**src/rtl/inv_sub_bytes_seq.sv**
```systemverilog
// inv_sub_bytes_seq
// Sequential AES InvSubBytes stage. A 128-bit state is accepted from the
// InvShiftRows stage, and its 16 bytes are replaced in place by InvSbox(byte).
// The work is spread over several cycles, walking a byte counter through the
// state in byte order k = 0..15. Byte k lives at bits [127-8k -: 8].
//
// Build option:
//   INV_SBOX_QUAD_EN  defined   -> four InvSbox lanes, 4 RUN cycles per state
//   INV_SBOX_QUAD_EN  undefined -> one InvSbox lane, 16 RUN cycles per state
// The interface and the handshake are the same in both builds.

// InvSbox
// Computes the AES inverse S-box arithmetically. The inverse affine map is
// applied first, then the multiplicative inverse in GF(2^8) modulo
// x^8+x^4+x^3+x+1, with 0 mapped to 0.
module InvSbox (
  input  logic [7:0] val_i,
  output logic [7:0] val_o
);

  // GF(2^8) multiply: shift-and-add with reduction by 0x1B.
  function automatic logic [7:0] gfMul(input logic [7:0] a, input logic [7:0] b);
    logic [7:0] prod;
    logic [7:0] acc;
    prod = 8'h00;
    acc  = a;
    for (int i = 0; i < 8; i++) begin
      if (b[i]) begin
        prod = prod ^ acc;
      end
      acc = {acc[6:0], 1'b0} ^ (acc[7] ? 8'h1B : 8'h00);
    end
    return prod;
  endfunction

  // GF(2^8) inverse as x^254 = x^2 * x^4 * ... * x^128, so 0 maps to 0.
  function automatic logic [7:0] gfInv(input logic [7:0] x);
    logic [7:0] sq;
    logic [7:0] acc;
    sq  = gfMul(x, x);
    acc = sq;
    for (int i = 0; i < 6; i++) begin
      sq  = gfMul(sq, sq);
      acc = gfMul(acc, sq);
    end
    return acc;
  endfunction

  logic [7:0] affineVal;

  // Inverse affine map y = rotl(b,1) ^ rotl(b,3) ^ rotl(b,6) ^ 0x05, then invert.
  always_comb begin
    affineVal = {val_i[6:0], val_i[7]}
              ^ {val_i[4:0], val_i[7:5]}
              ^ {val_i[1:0], val_i[7:2]}
              ^ 8'h05;
    val_o = gfInv(affineVal);
  end

endmodule

// inv_sub_bytes_seq
// Top-level controller. Three states:
//   IDLE : ready for a new state. Accepting it loads the working register.
//   RUN  : substitutes Lanes bytes per cycle, starting at the byte counter.
//   DONE : presents the result until the downstream handshake completes.
// All outputs are driven straight from registers.
module inv_sub_bytes_seq (
  input  logic         clk,
  input  logic         rst,
  input  logic         in_valid,
  output logic         in_ready,
  input  logic [127:0] data_in,
  output logic         out_valid,
  input  logic         out_ready,
  output logic [127:0] data_out,
  output logic         busy
);

`ifdef INV_SBOX_QUAD_EN
  localparam int Lanes = 4;
`else
  localparam int Lanes = 1;
`endif

  // The counter value of the final RUN cycle. The step between counter values is one lane group.
  localparam logic [3:0] LastIdx  = 4'(16 - Lanes);
  localparam logic [3:0] LaneStep = 4'(Lanes);

  typedef enum logic [1:0] {
    IDLE = 2'd0,
    RUN  = 2'd1,
    DONE = 2'd2
  } state_t;

  state_t       state_q;
  logic [3:0]   cnt_q;
  logic [127:0] data_q;
  logic [127:0] data_d;
  logic         in_ready_q;
  logic         out_valid_q;
  logic         busy_q;

  logic [7:0]   laneIn  [Lanes];
  logic [7:0]   laneOut [Lanes];

  assign in_ready  = in_ready_q;
  assign out_valid = out_valid_q;
  assign busy      = busy_q;
  assign data_out  = data_q;

  // Each lane reads the byte at counter + lane and substitutes it.
  for (genvar g = 0; g < Lanes; g++) begin : gLane
    assign laneIn[g] = data_q[127 - 8*(int'(cnt_q) + g) -: 8];
    InvSbox uInvSbox (
      .val_i (laneIn[g]),
      .val_o (laneOut[g])
    );
  end

  // Working state after this cycle's lanes write their results back in place.
  always_comb begin
    data_d = data_q;
    for (int j = 0; j < Lanes; j++) begin
      data_d[127 - 8*(int'(cnt_q) + j) -: 8] = laneOut[j];
    end
  end

  // Controller FSM, with registered handshake outputs and the working register.
  always_ff @(posedge clk or posedge rst) begin
    if (rst) begin
      state_q     <= IDLE;
      cnt_q       <= 4'd0;
      data_q      <= 128'h0;
      in_ready_q  <= 1'b1;
      out_valid_q <= 1'b0;
      busy_q      <= 1'b0;
    end else begin
      case (state_q)
        IDLE: begin
          if (in_valid) begin
            data_q     <= data_in;
            cnt_q      <= 4'd0;
            state_q    <= RUN;
            in_ready_q <= 1'b0;
            busy_q     <= 1'b1;
          end
        end
        RUN: begin
          data_q <= data_d;
          if (cnt_q == LastIdx) begin
            // Leave RUN before the counter would wrap past byte 15.
            cnt_q       <= 4'd0;
            state_q     <= DONE;
            out_valid_q <= 1'b1;
          end else begin
            cnt_q <= cnt_q + LaneStep;
          end
        end
        DONE: begin
          if (out_ready) begin
            state_q     <= IDLE;
            out_valid_q <= 1'b0;
            busy_q      <= 1'b0;
            in_ready_q  <= 1'b1;
          end
        end
        default: begin
          state_q     <= IDLE;
          cnt_q       <= 4'd0;
          in_ready_q  <= 1'b1;
          out_valid_q <= 1'b0;
          busy_q      <= 1'b0;
        end
      endcase
    end
  end

endmodule

```
**config.mk**
```make
export PLATFORM = sky130hd
export DESIGN_NAME = inv_sub_bytes_seq
export DESIGN_NICKNAME = d
export VERILOG_FILES = /design/src/rtl/inv_sub_bytes_seq.sv
export SDC_FILE = /design/constraint.sdc
export NUM_CORES = 1
export LEC_CHECK = 0
export BUFFER_PORTS_ARGS = -buffer_cell sky130_fd_sc_hd__buf_2
export CORE_ASPECT_RATIO = 0.8
export CORE_UTILIZATION = 55
export CTS_BUF_LIST = sky130_fd_sc_hd__clkbuf_16
export DETAILED_ROUTE_END_ITERATION = 8
export PLACE_DENSITY = 0.79
export SLEW_MARGIN = 20
export SYNTH_ARGS = -nofsm -noshare
export SYNTH_HDL_FRONTEND = slang
export SYNTH_SLANG_ARGS = --single-unit
export TNS_END_PERCENT = 30
```
**constraint.sdc**
```tcl
create_clock -name clk -period 16.9 [get_ports clk]
set_input_delay 0.845 -clock clk [delete_from_list [all_inputs] [get_ports clk]]
set_output_delay 0.845 -clock clk [all_outputs]
set_load 0.01 [all_outputs]
```
==> impl_results.md <==
- H-Tree Depth: 4
- Slew Viols, Final: 0
- Synth Warn #: 0
- Final setup fails: 0
- Final-report hold violation count: 0
- Final min period: 16.54 ns
- Vias: 24200
- CP arrival: 16.84 ns
- Post-Synthesis Cell Area: 0.0226 mm2
- TritonCTS clock tree: yes
- Clk root buf: clkbuf_16
- First-pass GRT wire length: 136 mm
- Slew margin rel.: 21.9%
- Syn_area_per_cell: 8.21 um2
- Kind of critical path: flip-flop to flip-flop
- Vias in the first global route: 22200
- #FFs+latches synth: 137
- Post-route ant nets: 0
- Min-delay worst type: input pin to async pin
- Initial Util: 56.5%
- Clock Pin Slew Worst Setup and Hold Paths: 0.07 ns
- Final Cell Area: 0.0268 mm2
- Starting DRC count in detailed routing: 3585
- Register-to-register setup slack: 0.36 ns
- Max-Cap Viols: 0
- Die Y: 183 um
- Clock buffer depth: 2
- Drt wl/cell: 25.3 um
- EDFF count, synth: 0
- Crit path max-delay family: XOR/XNOR gates
- Nets@finish: 3201
- Die Width: 229 um
- Fillers: 3305
- Peak fanout along the critical path: 13
- Area delta synth->final: 18.5%
- DPL Wire Length: 68.8 mm
- Core area: 0.0399 mm2
- CP dominant cell by count: xnor2_2
- CP Data Required Time: 17.20 ns
- GPL Wtd Cong: 1.11
- Final Cycle Share: 97.9%
- Synth area leader: xnor2_1
- Clock Skew: 0.0211 ns
- Unrepaired setup endpoints after global routing: true
- Syn Inst Count: 2749
- Drc violations: 0
- Syn nets: 2894
- Synth Flop Type: dfrtp_1
- DIE AREA: 0.0419 mm2
- CP endpoint kind: flip-flop
- Number of port buffers: 262
- Max Fclk: 60.4 MHz
- Worst-Skew Late Latency: 0.45 ns
- Ys async rst share: 100%
- Area contributors post-synth: xnor2_1, dfrtp_1, nor2_1
- Routed vias/inst: 6.71
- CTS sink count: 137
- Startpoint types: flip-flop
- Most instantiated cells after synthesis: xnor2_1, nor2_1, a21oi_1, nand2_1, dfrtp_1
- Worst Path Buf+Inv: 9
- I/O Pins: 263
- Share of the synthesized area in the top cell type: 16.0%
- Count leader, synth: xnor2_1
- Slowest cell on the critical path: xnor3_2
- Initial antenna violation count: 3
- Status: finished, final reports clean
- # rows: 65
- Pin count of the biggest net entering global routing: 75
- Post-synth cell types: 127
- Max incr delay on CP: 0.59 ns
- Register area share after synthesis: 15.2%
- Placed cell area: 0.0250 mm2
- Layout cell share with drive strength beyond 1: 26.6%
- DR pass1 iterations: 9
- Routed wire length: 91.1 mm
- CTS buffer count: 17
- Remaining Overflow, GRT: 0
- Worst Max-Slew Pin Slew: 1.17 ns
- Tot GR Track Use: 41.8%
stage by stage:
stage          setup TNS (ns)  util (%)  instances  setup slack (ns)  hold WS (ns)
2_1_floorplan               0         -       2749              1.12         0.532
3_3_place_gp            -2.78      62.5       3519            -0.255         0.487
5_1_grt                 -3.47      67.0       3607            -0.152         0.536
3_5_place_dp           -26.92      62.5       3519            -0.532         0.507
6_report                    0      67.0       3607             0.357         0.477
4_1_cts                     0      64.3       3552            0.0209         0.520
what timing repair did:
| item | in CTS | in global routing |
|---|---|---|
| setup endpoints to repair | 124 | 128 |
| gates cloned | 0 | 2 |
| resized for setup | 18 | 88 |
| pin swaps | 2 | 26 |
| setup buffers | 1 | 51 |
| hold endpoints to repair | 0 | 0 |
| hold buffers | 0 | 0 |
cells in the final DEF (no fill, tap or decap), types with 11 or more instances in the layout:
| cell type | instances |
|---|---|
| o211ai_1 | 18 |
| buf_4 | 204 |
| o32ai_1 | 39 |
| clkbuf_16 | 17 |
| xor2_1 | 84 |
| buf_2 | 262 |
| buf_12 | 14 |
| a32oi_1 | 11 |
| xor2_2 | 16 |
| or3_1 | 15 |
| a21oi_1 | 230 |
| dfrtp_1 | 134 |
| nor2_2 | 12 |
| nand2b_1 | 19 |
| a22oi_1 | 26 |
| mux2i_1 | 76 |
| o21ai_0 | 97 |
| xnor3_1 | 45 |
| o22ai_1 | 79 |
| inv_1 | 20 |
| xnor3_2 | 21 |
| mux4_2 | 27 |
| xnor2_1 | 373 |
| nor3_1 | 55 |
| o21ai_1 | 54 |
| nor2b_1 | 17 |
| ha_1 | 12 |
| nand3_1 | 52 |
| xnor2_4 | 16 |
| and2_1 | 20 |
| and3_1 | 43 |
| nand2_1 | 217 |
| a31oi_1 | 16 |
| xnor2_2 | 71 |
| or2_2 | 17 |
| a211oi_1 | 15 |
| nor2_1 | 324 |
layer usage:
layer,share of wire (%),wire (um),vias up,GRT usage [%]
li1,-,-,10400,-
met1,39,35200,11600,56.7
met2,44,39900,1834,63.9
met3,13,11400,335,9.41
met4,5.1,4650,0,17.9
met5,0,0,-,0
state kept, by name, indices dropped and copies added, names as in the netlist:
signal and flops:
state_q 2, cnt_q 4, in_ready 1, out_valid 1, data_out 128, busy 1
final timing paths:
kind	start	to	depth (start not counted)
worst max-delay path	cnt_q[3]	data_out[95]	61
worst min-delay path	rst	data_out[46]	2
worst max register to register	cnt_q[3]	data_out[95]	61
worst min register to register	busy	busy	1
max in group asynchronous	rst	cnt_q[1]	3
min in group clk	busy	busy	1
area by class of cell:
type	instances	area, um2	share of cell area [%]
antenna	2	5.00	0.0187
clock buffer	17	425	1.59
clock inverter	15	166	0.622
inverter	32	126	0.472
multi-input combinational	2382	18700	70.0
sequential	137	3440	12.8
tap	536	671	2.51
timing repair buffer	486	3190	11.9
cells by family after synthesis:
kind of cell,after synthesis,share of synthesized area (%)
compound gates,745,21.6
xor+xnor,642,32.1
fa+ha+maj,14,0.765
buf+inv,232,5.18
flops,137,15.2
mux,134,8.22
simple gates,845,17.0
Power is not shown: default switching activity piles up to over one toggle a cycle in this logic, so the estimate is an artifact.
